### config.mk
export PLATFORM = sky130hd
export DESIGN_NAME = tipi_ti_reg_port
export DESIGN_NICKNAME = d
export VERILOG_FILES = /design/src/rtl/tipi_pkg.sv /design/src/rtl/tipi_sync_filter.sv /design/src/rtl/tipi_ti_reg_port.sv
export SDC_FILE = /design/constraint.sdc
export NUM_CORES = 1
export LEC_CHECK = 0
export CAP_MARGIN = 10
export CORE_ASPECT_RATIO = 0.6
export CORE_MARGIN = 5
export CORE_UTILIZATION = 44
export CTS_BUF_LIST = sky130_fd_sc_hd__clkbuf_16
export DETAILED_ROUTE_END_ITERATION = 6
export PLACE_DENSITY = 0.76
export SKIP_CTS_REPAIR_TIMING = 1
export SYNTH_ARGS = -nofsm -noshare
export SYNTH_HDL_FRONTEND = slang
export SYNTH_SLANG_ARGS = --single-unit
### constraint.sdc
create_clock -name clk -period 2.8 [get_ports clk]
set_input_delay 0.28 -clock clk [delete_from_list [all_inputs] [get_ports clk]]
set_output_delay 0.28 -clock clk [all_outputs]
set_load 0.05 [all_outputs]
### src/rtl/tipi_pkg.sv
// Shared definitions for the TIPI TI-side register port: register window
// addresses, FSM state encoding and the TI strobe bundle.
package tipi_pkg;

    localparam logic [15:0] TIPI_TC_ADDR = 16'h5FF9;
    localparam logic [15:0] TIPI_TD_ADDR = 16'h5FFB;
    localparam logic [15:0] TIPI_RC_ADDR = 16'h5FFD;
    localparam logic [15:0] TIPI_RD_ADDR = 16'h5FFF;

    typedef enum logic [1:0] {
        IDLE  = 2'd0,
        READ  = 2'd1,
        WRITE = 2'd2,
        HOLD  = 2'd3
    } tipi_state_e;

    typedef struct packed {
        logic memen_n;
        logic we_n;
        logic dbin;
    } tipi_strobe_t;

    // Bus-quiet strobe levels: no memory cycle, no write, no read.
    localparam tipi_strobe_t STROBE_IDLE = '{memen_n: 1'b1, we_n: 1'b1, dbin: 1'b0};

    function automatic logic is_read_addr(input logic [15:0] addr);
        return (addr == TIPI_RC_ADDR) || (addr == TIPI_RD_ADDR);
    endfunction

    function automatic logic is_write_addr(input logic [15:0] addr);
        return (addr == TIPI_TC_ADDR) || (addr == TIPI_TD_ADDR);
    endfunction

endpackage

### src/rtl/tipi_sync_filter.sv
// Multi-flop synchronizer followed by a stability filter: the whole vector is
// accepted only after it has held one value for FILTER consecutive cycles.
module tipi_sync_filter #(
    parameter int              WIDTH       = 8,
    parameter int              SYNC_STAGES = 2,
    parameter int              FILTER      = 2,
    parameter logic [WIDTH-1:0] RESET_VAL  = '0
) (
    input  logic             clk,
    input  logic             reset,
    input  logic [WIDTH-1:0] din,
    output logic [WIDTH-1:0] dout
);

    localparam int               CNT_W   = $clog2(FILTER + 1);
    localparam logic [CNT_W-1:0] CNT_MAX = CNT_W'(FILTER);

    logic [WIDTH-1:0] sync_q [SYNC_STAGES];
    logic [WIDTH-1:0] sync_d [SYNC_STAGES];
    logic [WIDTH-1:0] sync_out;
    logic [WIDTH-1:0] cand_q, cand_d;
    logic [WIDTH-1:0] filt_q, filt_d;
    logic [CNT_W-1:0] cnt_q, cnt_d;

    assign sync_out = sync_q[SYNC_STAGES-1];

    always_comb begin
        sync_d[0] = din;
        for (int i = 1; i < SYNC_STAGES; i++) begin
            sync_d[i] = sync_q[i-1];
        end
    end

    // A change of the synchronized vector restarts the count at one, so a
    // value shorter than FILTER cycles never reaches the accepted register.
    always_comb begin
        // NOTE: every output gets a default first so no path leaves it unassigned (no latch).
        cand_d = cand_q;
        cnt_d  = cnt_q;
        filt_d = filt_q;
        if (sync_out == cand_q) begin
            if (cnt_q != CNT_MAX) begin
                cnt_d = cnt_q + CNT_W'(1);
            end
        end else begin
            cand_d = sync_out;
            cnt_d  = CNT_W'(1);
        end
        if (cnt_d == CNT_MAX) begin
            filt_d = cand_d;
        end
    end

    always_ff @(posedge clk or negedge reset) begin
        if (!reset) begin
            for (int i = 0; i < SYNC_STAGES; i++) begin
                sync_q[i] <= RESET_VAL;
            end
            cand_q <= RESET_VAL;
            cnt_q  <= CNT_MAX;
            filt_q <= RESET_VAL;
        end else begin
            // NOTE: non-blocking so each stage takes the previous stage's old value.
            for (int i = 0; i < SYNC_STAGES; i++) begin
                sync_q[i] <= sync_d[i];
            end
            cand_q <= cand_d;
            cnt_q  <= cnt_d;
            filt_q <= filt_d;
        end
    end

    assign dout = filt_q;

endmodule

### src/rtl/tipi_ti_reg_port.sv
// TI-99/4A side of the TIPI register window: decodes filtered TI memory
// cycles, commits writes into TD/TC and serves RD/RC reads back to the TI.
module tipi_ti_reg_port
    import tipi_pkg::*;
#(
    parameter int SYNC_STAGES = 2,
    parameter int FILTER      = 2
) (
    input  logic        clk,
    input  logic        reset,
    input  logic        cru_en,
    input  logic [15:0] ti_addr,
    input  logic        ti_memen_n,
    input  logic        ti_we_n,
    input  logic        ti_dbin,
    input  logic [7:0]  ti_din,
    output logic [7:0]  ti_dout,
    output logic        ti_dout_oe,
    input  logic [7:0]  RD,
    input  logic [7:0]  RC,
    output logic [7:0]  TD,
    output logic [7:0]  TC,
    output logic        rc_event
);

    logic [2:0]   strb_vec;
    tipi_strobe_t strb;
    logic [7:0]   rd_f;
    logic [7:0]   rc_f;

    tipi_sync_filter #(
        .WIDTH       (3),
        .SYNC_STAGES (SYNC_STAGES),
        .FILTER      (FILTER),
        .RESET_VAL   (STROBE_IDLE)
    ) u_strobe_filter (
        .clk   (clk),
        .reset (reset),
        .din   ({ti_memen_n, ti_we_n, ti_dbin}),
        .dout  (strb_vec)
    );

    tipi_sync_filter #(
        .WIDTH       (8),
        .SYNC_STAGES (SYNC_STAGES),
        .FILTER      (FILTER),
        .RESET_VAL   (8'h00)
    ) u_rd_filter (
        .clk   (clk),
        .reset (reset),
        .din   (RD),
        .dout  (rd_f)
    );

    tipi_sync_filter #(
        .WIDTH       (8),
        .SYNC_STAGES (SYNC_STAGES),
        .FILTER      (FILTER),
        .RESET_VAL   (8'h00)
    ) u_rc_filter (
        .clk   (clk),
        .reset (reset),
        .din   (RC),
        .dout  (rc_f)
    );

    assign strb = strb_vec;

    logic memen_act;
    logic we_act;
    logic rd_sel;
    logic wr_sel;

    assign memen_act = ~strb.memen_n;
    assign we_act    = ~strb.we_n;
    assign rd_sel    = cru_en & memen_act & is_read_addr(ti_addr);
    assign wr_sel    = cru_en & memen_act & is_write_addr(ti_addr);

    tipi_state_e state_q, state_d;
    logic [7:0]  td_q, td_d;
    logic [7:0]  tc_q, tc_d;
    logic [7:0]  dout_q, dout_d;
    logic        oe_q, oe_d;
    logic        wr_td_q, wr_td_d;
    logic        rd_rc_q, rd_rc_d;
    logic        rc_event_q, rc_event_d;
    logic [7:0]  rc_prev_q;
    logic        rc_set;
    logic        rc_clr;

    always_ff @(posedge clk or negedge reset) begin
        if (!reset) begin
            state_q <= IDLE;
        end else begin
            state_q <= state_d;
        end
    end

    // Decode happens only from IDLE; once a cycle is in flight only the
    // filtered strobes can end it.
    always_comb begin
        state_d = state_q;
        case (state_q)
            IDLE: begin
                if (rd_sel && strb.dbin) begin
                    state_d = READ;
                end else if (wr_sel && we_act) begin
                    state_d = WRITE;
                end
            end
            READ: begin
                if (!memen_act || !strb.dbin) begin
                    state_d = IDLE;
                end
            end
            WRITE: begin
                if (!memen_act) begin
                    state_d = IDLE;
                end else if (!we_act) begin
                    state_d = HOLD;
                end
            end
            HOLD: begin
                if (!memen_act) begin
                    state_d = IDLE;
                end
            end
            default: state_d = IDLE;
        endcase
    end

    always_comb begin
        td_d    = td_q;
        tc_d    = tc_q;
        dout_d  = dout_q;
        wr_td_d = wr_td_q;
        rd_rc_d = rd_rc_q;
        rc_clr  = 1'b0;
        oe_d    = (state_d == READ);
        case (state_q)
            IDLE: begin
                if (state_d == READ) begin
                    rd_rc_d = (ti_addr == TIPI_RC_ADDR);
                    dout_d  = (ti_addr == TIPI_RC_ADDR) ? rc_f : rd_f;
                end else if (state_d == WRITE) begin
                    wr_td_d = (ti_addr == TIPI_TD_ADDR);
                end
            end
            READ: begin
                rc_clr = (state_d == IDLE) && rd_rc_q;
            end
            WRITE: begin
                // ti_din is stable around the WE rising edge, so sample it here.
                if (state_d == HOLD) begin
                    if (wr_td_q) begin
                        td_d = ti_din;
                    end else begin
                        tc_d = ti_din;
                    end
                end
            end
            default: ;
        endcase
        rc_set     = (rc_f != rc_prev_q);
        rc_event_d = rc_set | (rc_event_q & ~rc_clr);
    end

    always_ff @(posedge clk or negedge reset) begin
        if (!reset) begin
            td_q       <= 8'h00;
            tc_q       <= 8'h00;
            dout_q     <= 8'h00;
            oe_q       <= 1'b0;
            wr_td_q    <= 1'b0;
            rd_rc_q    <= 1'b0;
            rc_event_q <= 1'b0;
            rc_prev_q  <= 8'h00;
        end else begin
            td_q       <= td_d;
            tc_q       <= tc_d;
            dout_q     <= dout_d;
            oe_q       <= oe_d;
            wr_td_q    <= wr_td_d;
            rd_rc_q    <= rd_rc_d;
            rc_event_q <= rc_event_d;
            rc_prev_q  <= rc_f;
        end
    end

    assign TD         = td_q;
    assign TC         = tc_q;
    assign ti_dout    = dout_q;
    assign ti_dout_oe = oe_q;
    assign rc_event   = rc_event_q;

endmodule

Yosys cells after proc, flatten, opt, wreduce, memory -nomap -nowiden
Index checks and enable logic that the tools add are counted.
Widths: inputs -> output; s select.
{"block": "classes", "addsub": 3, "n_eq_ne": 20, "mux": 18, "bitwise": 10, "n_reduce_logical": 13}
{"op": "$eq 16x15->1 const B", "count": 4}
{"op": "$mux 2", "count": 12}
{"op": "$mux 8", "count": 3}
{"op": "$eq 8x8->1", "count": 2}
{"op": "$eq 2x2->1 const B", "count": 7}
{"op": "$reduce_and 3->1", "count": 3}
{"op": "$ne 8x8->1", "count": 1}
{"op": "$pmux 2 s4", "count": 1}
{"op": "$add 2x1->2 const B", "count": 3}
{"op": "$ne 2x2->1 const B", "count": 3}
{"op": "$not 1->1", "count": 5}
{"op": "$and 1x1->1", "count": 4}
{"op": "$eq 2x1->1 const B", "count": 2}
{"op": "$logic_not 2->1", "count": 2}
{"op": "$eq 3x3->1", "count": 1}
{"op": "$logic_and 1x1->1", "count": 3}
{"op": "$logic_or 1x1->1", "count": 3}
{"op": "$mux 3", "count": 1}
{"op": "$reduce_and 2->1", "count": 1}
{"op": "$logic_not 1->1", "count": 1}
{"op": "$mux 1", "count": 1}
{"op": "$or 1x1->1", "count": 1}
{"block": "totals", "reg_bits": 120, "in_bits": 46, "out_inout_bits": 26, "elab_cells": 88}

Depth between registers and ports, before layout
Gate-level depths: netlist of run 1.
{"block": "logic_depth", "ltp_word": 13, "depth_mapped": 6, "depth_no_buf": 5}

Hierarchy
A second synthesis of run 1 with hierarchy kept.
{"block": "unflattened", "hier_cells": 277, "area_unflattened_um2": 4488.1}
{"module": "tipi_sync_filter at u_rc_filter ...", "n_inst": 2, "cells_each": 68, "area_each_um2": 1158.6, "seq_area_each_um2": 852.1}
{"module": "tipi_ti_reg_port", "n_inst": 1, "cells_each": 110, "area_each_um2": 1681.6, "seq_area_each_um2": 950.9}
{"module": "tipi_sync_filter at u_strobe_filter", "n_inst": 1, "cells_each": 31, "area_each_um2": 489.2, "seq_area_each_um2": 361.6}

Worst setup path before layout of run 1
Ideal clock, no wire load.
{"block": "synth_timing", "kind": "reg2reg", "start": "register u_rc_filter.cnt_q[1]", "end": "register u_rc_filter.filt_q[0], in the netlist u_rc_filter.dout[0]", "t_arrival_ns": 1.783, "setup_slack_ns": 0.892, "path_stages_with_launch": 7, "period_less_slack_ns": 1.908, "path_cell_list": "dfstp_2 -> inv_1 -> ha_1 -> inv_1 -> or4_1 -> buf_6 -> mux2_4"}
{"block": "synth_between", "elab_chain_len": 4, "word_cells_on_any_way": 5}
{"item": "start, declared", "line_no": "tipi_sync_filter.sv:23", "text": "logic [CNT_W-1:0] cnt_q, cnt_d;"}
{"item": "start signal, assigned", "line_no": "tipi_sync_filter.sv:68", "text": "cnt_q <= cnt_d;"}
{"item": "$add 2x1->2 / $ne 2x2->1 (equally long branches)", "line_no": "tipi_sync_filter.sv:43, tipi_sync_filter.sv:42"}
{"item": "$mux 2 *", "line_no": "tipi_sync_filter.sv:42", "text": "if (cnt_q != CNT_MAX) begin"}
{"item": "$mux 2 *", "line_no": "tipi_sync_filter.sv:41", "text": "if (sync_out == cand_q) begin"}
{"item": "$eq 2x2->1 *", "line_no": "tipi_sync_filter.sv:49", "text": "if (cnt_d == CNT_MAX) begin"}
{"item": "end signal, assigned", "line_no": "tipi_sync_filter.sv:69", "text": "filt_q <= filt_d;"}
{"item": "end, declared", "line_no": "tipi_sync_filter.sv:22", "text": "logic [WIDTH-1:0] filt_q, filt_d;"}
Every way passes the cells marked *; elsewhere a longest branch is shown, timed or not.
A chain may end at the register's enable or synchronous reset.

Worst setup path after layout of run 1
{"block": "layout_timing", "start": "register u_rc_filter.cnt_q[1]", "end": "register u_rc_filter.filt_q[3], in the netlist u_rc_filter.dout[3]"}
Same word-level chain as after synthesis.

==> results.sh, run 1 <==
export IMPL_n_fill_cell=767
export IMPL_syn_nets=325
export IMPL_first_iter_violations=63
export IMPL_required_ns=3.09
export IMPL_final_common_cell="dfrtp_1"
export IMPL_clkSlewWorstSetupHoldPaths_ns=0.05
export IMPL_final_hold_viol_count=0
export IMPL_cp_top_family="simple AND/OR/NAND/NOR gates"
export IMPL_worstMarginPinSlew_ns=0.7575
export IMPL_worstSkewPairLatency_ns=0.41
export IMPL_synth_cell_area_um2=4320
export IMPL_netlist_instances=276
export IMPL_portBuffers=71
export IMPL_p_leak_nw=2.552
export IMPL_rows=28
export IMPL_pre_cts_ws_ns=0.4038
export IMPL_finalCriticalPeriod_ns=2.105
export IMPL_most_common_layout_cells="109 x dfrtp_1, 70 x clkdlybuf4s50_1, 45 x mux2_2, 17 x clkbuf_16, 16 x xnor2_1"
export IMPL_antenna_cells=0
export IMPL_ant_nets=0
export IMPL_syn_area_per_cell_um2=15.65
export IMPL_routedWlPerCell_um=14.99
export IMPL_start_util_pct=44.52
export IMPL_grt_overflow_total=0
export IMPL_cp_end_kind="flop"
export IMPL_tns_ns=0
export IMPL_route_vias_total=2296
export IMPL_crit_path_start_kind="flop"
export IMPL_fin_cells=496
export IMPL_ys_ff_latch=120
export IMPL_grt_pass1_wl_mm=12.53
export IMPL_yosysUniqueCellTypes=35
export IMPL_routed_wl_mm=7.433
export IMPL_drc_errors=0
export IMPL_synth_seq_area_share_pct=69.82
export IMPL_vias_per_cell=4.629
export IMPL_clock_fmax_mhz=475.1
export IMPL_drt_pass1_iterations=4
export IMPL_critical_path_class="reg -> reg"
export IMPL_ioPinCount=72
export IMPL_die_w_um=137.9
export IMPL_ys_warn_count=0
export IMPL_coreArea_um2=9704
export IMPL_clock_sinks=120
export IMPL_skew_ns=0.008957
export IMPL_slew_viol_final=0
export IMPL_pwr_density_cell_nw_per_um2=821.4
export IMPL_fin_ws_ns=0.6951
export IMPL_slew_headroom_pct=49.50
export IMPL_die_area_um2=11970
export IMPL_hold_class="in -> reg"
export IMPL_path_cells="inv_1 -> ha_1 -> inv_1 -> or4_1 -> mux2_4"
export IMPL_min_period_over_period_pct=75.18
export IMPL_peakVddDrop_mv=0.5838
export IMPL_finalSetupViolations=0
export IMPL_grt_max_degree=62
export IMPL_path_buf_inv=2
export IMPL_crit_top_cell="inv_1"
export IMPL_status="complete, no violations"
export IMPL_dp_hpwl_mm=5.098
export IMPL_track_usage_pct=14.25
export IMPL_fin_nets=397
export IMPL_place_gp_congestion=0.7579
export IMPL_dieHeight_um=86.76
export IMPL_root_buffer="clkbuf_16"
export IMPL_cp_max_fo=8
export IMPL_cts_tree="done"
export IMPL_cp_slowest_cell="or4_1"
export IMPL_htreeDepth=4
export IMPL_maxCapViolCount=0
export IMPL_clockBufferDepth=2
export IMPL_rrSetupSlack_ns=0.70
export IMPL_area_growth_pct=31.86
export IMPL_rsz0062_at_grt="no"
export IMPL_crit_path_max_incr_delay_ns=0.77
export IMPL_arrival_ns=2.39
export IMPL_drive_gt1_share_pct=27.98
export IMPL_dp_cells=463
export IMPL_grt_antenna_before_repair=0
export IMPL_grt_pass1_vias=2542
export IMPL_numCtsBuffers=17
-- path summary, 6_finish.rpt --
kind | startpoint | to | cells past startpoint
max | u_rc_filter.cnt_q[1]$_DFF_PN1_ | u_rc_filter.dout[3]$_DFFE_PN0N_ | 5
min | ti_we_n | u_strobe_filter.sync_d[1]$_DFF_PN1_ | 1
max reg2reg | u_rc_filter.cnt_q[1]$_DFF_PN1_ | u_rc_filter.dout[3]$_DFFE_PN0N_ | 5
min reg2reg | u_rc_filter.sync_d[4]$_DFF_PN0_ | u_rc_filter.sync_out[4]$_DFF_PN0_ | 0
max in group asynchronous | reset | u_rc_filter.cnt_q[1]$_DFF_PN1_ | 3
min in group asynchronous | reset | u_rc_filter.sync_d[6]$_DFF_PN0_ | 2
-- cells in the mapped netlist (all sizes together) --
master | n | share of area (%)
xor2 | 11 | 2.2
nand2 | 2 | 0.17
and2 | 1 | 0.14
dfstp | 11 | 6.7
clkbuf | 18 | 1.6
o21a | 1 | 0.17
a21oi | 1 | 0.12
and4 | 1 | 0.20
nand4 | 6 | 0.87
and3 | 1 | 0.14
nor3 | 4 | 0.46
dlygate4sd3 | 1 | 0.23
o21ai | 3 | 0.35
nand4b | 1 | 0.20
inv | 10 | 0.87
or3 | 2 | 0.32
nor4 | 5 | 1.2
nand2b | 3 | 0.43
buf | 3 | 0.55
nor2 | 3 | 0.26
nand3 | 3 | 0.35
or2 | 1 | 0.14
mux2 | 53 | 15
dfrtp | 109 | 63
or4 | 1 | 0.17
nor4b | 1 | 0.20
xnor2 | 16 | 3.2
ha | 3 | 0.87
nand3b | 1 | 0.17
-- layer usage --
metal | GRT usage [%] | share of wire [%] | up-vias | wire (um)
met3 | 6.961 | 7.1 | 16 | 530
met2 | 19.87 | 45 | 57 | 3323
li1 | - | - | 1075 | -
met4 | 6.996 | 2.0 | 0 | 145
met5 | 0 | 0 | - | 0
met1 | 18.58 | 46 | 1148 | 3434
-- power by group --
part           switching, mW  leakage, nW  internal (mW)
combinational          0.345        0.836          0.303
sequential             0.121         1.46           1.92
clock                  0.774        0.254           1.21
-- area by class of cell --
class	instances	area, um2	share of cell area (%)
clock inverters	15	130.1	2.284
multi-input cells	124	1165	20.45
inverters	10	37.54	0.6589
clock buffers	17	425.4	7.468
well taps	135	168.9	2.965
flip-flops and latches	120	3017	52.95
repair buffers	75	753.2	13.22
-- logic make-up (layout without fill, tap and decap cells) --
logic type,after synthesis,in the layout,synth area share (%)
AO/OA/AOI/OAI,5,5,0.6370
XOR/XNOR,27,27,5.473
adder cells (fa/ha/maj),3,3,0.8689
buffers and inverters,32,117,3.215
flip-flops,120,120,69.82
multiplexers,53,53,14.51
AND/OR/NAND/NOR,36,36,5.474
-- per-stage QoR --
stage | util [%] | instance area (um2) | total power, mW | hold WS [ns]
2_1_floorplan | - | 4320 | 2.447 | -0.01559
3_3_place_gp | 52.88 | 5131 | 2.702 | 0.3332
3_5_place_dp | 52.88 | 5131 | 2.724 | 0.3347
4_1_cts | 58.60 | 5687 | 4.746 | -0.04173
5_1_grt | 58.70 | 5697 | 4.888 | 0.2663
6_report | 58.70 | 5697 | 4.679 | 0.2812
No activity file was read; power rests on OpenSTA's default activity.
==> inputs of run 2 (changes only) <==
- clock period: 2.8 -> 2 ns (I/O delays scaled with it)
==> results.sh, run 2 (synthesis results as in run 1) <==
export IMPL_area_growth_pct=34.20
export IMPL_required_ns=2.28
export IMPL_crit_top_cell="inv_1"
export IMPL_worstSkewPairLatency_ns=0.40
export IMPL_most_common_layout_cells="109 x dfrtp_1, 70 x clkdlybuf4s50_1, 45 x mux2_2, 17 x clkbuf_16, 16 x xnor2_1"
export IMPL_clock_fmax_mhz=515.3
export IMPL_rsz0062_at_grt="no"
export IMPL_ant_nets=0
export IMPL_maxCapViolCount=0
export IMPL_clockBufferDepth=2
export IMPL_cp_slowest_cell="or4_4"
export IMPL_track_usage_pct=14.36
export IMPL_clock_sinks=120
export IMPL_final_hold_viol_count=0
export IMPL_path_cells="inv_1 -> ha_1 -> inv_1 -> or4_4 -> buf_6 -> mux2_4"
export IMPL_grt_pass1_wl_mm=12.95
export IMPL_first_iter_violations=66
export IMPL_tns_ns=0
export IMPL_cts_tree="done"
export IMPL_die_area_um2=11970
export IMPL_die_w_um=137.9
export IMPL_path_buf_inv=3
export IMPL_postPlaceCellArea_um2=5194
export IMPL_numCtsBuffers=17
export IMPL_min_period_over_period_pct=97.04
export IMPL_ioPinCount=72
export IMPL_hold_ws_ns=0.2075
export IMPL_cp_end_kind="flop"
export IMPL_drc_errors=0
export IMPL_dieHeight_um=86.76
export IMPL_finalSetupViolations=0
export IMPL_slew_viol_final=0
export IMPL_route_vias_total=2280
export IMPL_fin_cells=501
export IMPL_antenna_cells=0
export IMPL_slew_headroom_pct=63.94
export IMPL_dp_cells=468
export IMPL_fin_area_um2=5798
export IMPL_hold_class="in -> reg"
export IMPL_clkSlewWorstSetupHoldPaths_ns=0.05
export IMPL_crit_path_start_kind="flop"
export IMPL_total_power_mw=6.760
export IMPL_start_util_pct=44.52
export IMPL_status="complete, no violations"
export IMPL_worstMarginPinSlew_ns=0.5392
export IMPL_grt_max_degree=40
export IMPL_htreeDepth=4
export IMPL_portBuffers=71
export IMPL_vias_per_cell=4.551
export IMPL_arrival_ns=2.22
export IMPL_grt_pass1_vias=2608
export IMPL_critical_path_class="reg -> reg"
export IMPL_crit_path_max_incr_delay_ns=0.52
export IMPL_finalCriticalPeriod_ns=1.941
export IMPL_p_leak_nw=2.619
export IMPL_routed_wl_mm=7.526
export IMPL_root_buffer="clkbuf_16"
export IMPL_pwr_density_cell_nw_per_um2=1166
export IMPL_cp_top_family="simple AND/OR/NAND/NOR gates"
export IMPL_dp_hpwl_mm=5.168
export IMPL_rows=28
export IMPL_cp_max_fo=8
export IMPL_grt_antenna_before_repair=0
export IMPL_drt_pass1_iterations=4
export IMPL_drive_gt1_share_pct=29.23
export IMPL_skew_ns=0.005772
export IMPL_coreArea_um2=9704
export IMPL_peakVddDrop_mv=0.9703
export IMPL_routedWlPerCell_um=15.02
export IMPL_fin_nets=402
export IMPL_place_gp_congestion=0.7698
export IMPL_grt_overflow_total=0
export IMPL_final_common_cell="dfrtp_1"
[run 2: worst paths after layout]
check                                           startpoint                                  end  slack, ns  cells past startpoint
min in group asynchronous                            reset      u_rc_filter.sync_d[7]$_DFF_PN0_       0.32                      2
setup reg to reg            u_rc_filter.cnt_q[1]$_DFF_PN1_      u_rc_filter.dout[4]$_DFFE_PN0N_       0.06                      6
max in group asynchronous                            reset       u_rd_filter.cnt_q[1]$_DFF_PN1_       1.03                      3
hold / removal                                  ti_memen_n  u_strobe_filter.sync_d[2]$_DFF_PN1_       0.21                      1
hold reg to reg            u_rc_filter.sync_d[3]$_DFF_PN0_    u_rc_filter.sync_out[3]$_DFF_PN0_       0.34                      0
setup / recovery            u_rc_filter.cnt_q[1]$_DFF_PN1_      u_rc_filter.dout[4]$_DFFE_PN0N_       0.06                      6
[run 2: routing by layer]
layer	up-vias	part of all wire (%)	track usage [%]
met5	-	0	0
met1	1143	47	19.78
met2	52	45	20.04
met3	8	6.4	6.671
met4	0	0.82	5.112
li1	1077	-	-
[run 2: stage by stage]
| stage | setup WS [ns] | util, % |
|---|---|---|
| floorplan | 0.09231 | - |
| global placement | -0.03416 | 53.52 |
| detailed placement | -0.07126 | 53.52 |
| CTS | 0.02607 | 59.57 |
| global route | 0.002785 | 59.75 |
| finish | 0.05929 | 59.75 |
[run 2: worst register-to-register path, stage by stage, from the launching register on]
cell     delay [ns]
dfstp_2        0.51
inv_1          0.03
ha_1           0.25
inv_1          0.04
or4_4          0.52
buf_6          0.16
mux2_4         0.30
[run 2: power breakdown]
| part | leakage [nW] | total (mW) | internal, mW | switching, mW |
|---|---|---|---|---|
| clock | 0.285 | 2.98 | 1.94 | 1.05 |
| combinational | 0.872 | 0.912 | 0.428 | 0.484 |
| sequential | 1.46 | 2.86 | 2.69 | 0.173 |
[run 2: layout make-up]
cell class / instances / area (um2)
sequential: 120 / 3017
tap: 135 / 168.9
inverter: 10 / 37.54
clock buffer: 17 / 425.4
fill: 770 / 3906
multi-input combinational: 124 / 1169
timing repair buffer: 80 / 819.5
clock inverter: 15 / 161.4
==> inputs of run 3 (changes only) <==
- PLACE_DENSITY: 0.76 -> not set
- PLACE_DENSITY_LB_ADDON: not set -> 0.3
- clock period: 2 -> 2.2 ns (I/O delays scaled with it)
==> results.sh, run 3 (synthesis results as in run 1) <==
export IMPL_use_met3_pct=4.698
export IMPL_r2r_end="u_rc_filter.dout[3]$_DFFE_PN0N_"
export IMPL_worstMarginPinSlew_ns=0.5332
export IMPL_die_area_um2=11970
export IMPL_p_leak_nw=2.596
export IMPL_fin_nets=403
export IMPL_drive_gt1_share_pct=28.07
export IMPL_maxCapViolCount=0
export IMPL_first_iter_violations=42
export IMPL_die_w_um=137.9
export IMPL_numCtsBuffers=17
export IMPL_dp_hpwl_mm=5.216
export IMPL_seq_area_um2=3017
export IMPL_cp_max_fo=8
export IMPL_rrSetupSlack_ns=0.24
export IMPL_place_gp_congestion=0.7451
export IMPL_clock_sinks=120
export IMPL_worstSkewPairLatency_ns=0.39
export IMPL_drt_pass1_iterations=4
export IMPL_start_util_pct=44.52
export IMPL_grt_met2_usage_pct=21.06
export IMPL_rsz0062_at_grt="no"
export IMPL_arrival_ns=2.23
export IMPL_grt_max_degree=42
export IMPL_grt_overflow_total=0
export IMPL_routed_wl_mm=7.549
export IMPL_final_common_cell="dfrtp_1"
export IMPL_coreArea_um2=9704
export IMPL_total_power_mw=5.829
export IMPL_fin_ws_ns=0.2393
export IMPL_grt_use_met1_pct=20.18
export IMPL_routedWlPerCell_um=15.04
export IMPL_antenna_cells=0
export IMPL_slew_headroom_pct=64.34
export IMPL_clkSlewWorstSetupHoldPaths_ns=0.05
export IMPL_status="complete, no violations"
export IMPL_skew_ns=0.007706
export IMPL_crit_start="u_rc_filter.cnt_q[1]$_DFF_PN1_"
export IMPL_track_usage_pct=14.47
export IMPL_cts_tree="done"
export IMPL_crit_end="u_rc_filter.dout[3]$_DFFE_PN0N_"
export IMPL_pwr_density_cell_nw_per_um2=1019
export IMPL_peakVddDrop_mv=0.7585
export IMPL_root_buffer="clkbuf_16"
export IMPL_grt_pass1_wl_mm=12.92
export IMPL_finalCriticalPeriod_ns=1.961
export IMPL_reg2reg_from="u_rc_filter.cnt_q[1]$_DFF_PN1_"
export IMPL_worstRegToRegCells=6
export IMPL_rows=28
export IMPL_htreeDepth=4
export IMPL_clock_fmax_mhz=510.0
export IMPL_drc_errors=0
export IMPL_ant_nets=0
export IMPL_clockBufferDepth=2
export IMPL_slew_viol_final=0
export IMPL_pre_cts_ws_ns=0.08110
export IMPL_portBuffers=71
export IMPL_top_usage_layer="met2"
export IMPL_crit_path_start_kind="flop"
export IMPL_final_hold_viol_count=0
export IMPL_grt_antenna_before_repair=0
export IMPL_min_period_over_period_pct=89.12
export IMPL_n_fill_cell=788
export IMPL_most_common_layout_cells="109 x dfrtp_1, 70 x clkdlybuf4s50_1, 45 x mux2_2, 17 x clkbuf_16, 16 x xnor2_1"
export IMPL_hold_class="in -> reg"
export IMPL_multiInputGateArea_um2=1165
export IMPL_area_growth_pct=32.41
export IMPL_ioPinCount=72
export IMPL_critical_path_class="reg -> reg"
export IMPL_finalSetupViolations=0
export IMPL_vias_per_cell=4.560
export IMPL_dieHeight_um=86.76
export IMPL_grt_pass1_vias=2540
export IMPL_cp_end_kind="flop"
export IMPL_route_vias_total=2289
export IMPL_tns_ns=0
export IMPL_required_ns=2.47
==> run 3: cell types whose count changed in the layout (fill, tap and decap cells not counted), sizes merged <==
| cell | previous run | this run |
|---|---|---|
| buf | 9 | 10 |
| bufinv | 3 | 1 |
| clkinvlp | 3 | 2 |
| clkinv | 8 | 9 |
| inv | 11 | 13 |
==> run 3: worst min path at each step <==
stage | depth (start not counted) | to | slack [ns] | start
2_1_floorplan | 0 | TC[0]$_DFFE_PN0P_ | -0.08 | reset
3_3_place_gp | 1 | u_rc_filter.sync_out[0]$_DFF_PN0_ | 0.23 | reset
3_5_place_dp | 1 | u_rc_filter.sync_out[0]$_DFF_PN0_ | 0.23 | reset
4_1_cts | 1 | u_rc_filter.sync_out[0]$_DFF_PN0_ | -0.19 | reset
5_1_grt | 1 | u_strobe_filter.sync_d[2]$_DFF_PN1_ | 0.22 | ti_memen_n
6_report | 1 | u_strobe_filter.sync_d[1]$_DFF_PN1_ | 0.24 | ti_we_n
==> run 3: final cells by class <==
type | count | share of cell area (%)
Clock buffer | 17 | 7.437
Clock inverter | 15 | 1.684
Inverter | 10 | 0.6562
Multi-Input combinational cell | 124 | 20.36
Sequential cell | 120 | 52.73
Tap cell | 135 | 2.953
Timing Repair Buffer | 81 | 14.17
==> run 3: stage by stage <==
step / instance area, um2 / hold slack (ns) / util (%) / std cells
after floorplan: 4320 / -0.07559 / - / 276
after global placement: 5189 / 0.2259 / 53.47 / 469
after detailed placement: 5189 / 0.2326 / 53.47 / 469
after CTS: 5710 / -0.1858 / 58.84 / 501
after global routing: 5720 / 0.2206 / 58.95 / 502
final: 5720 / 0.2351 / 58.95 / 502
==> run 3: where the power goes <==
group | leakage [nW] | internal, mW | switching, mW | total [mW]
clock | 0.266 | 1.51 | 0.891 | 2.40
combinational | 0.869 | 0.388 | 0.440 | 0.828
sequential | 1.46 | 2.45 | 0.156 | 2.60
==> run 3: per-layer routing <==
metal  wire length (um)  vias up
met5                  0        -
met4                 59        0
met3                351        8
met2               3364       50
met1               3774     1147
li1                   -     1084
==> run 3: critical path, stage by stage (launching register included) <==
cell	delay, ns
dfstp_2	0.51
inv_1	0.03
ha_1	0.25
inv_1	0.04
or4_1	0.50
buf_4	0.20
mux2_4	0.30
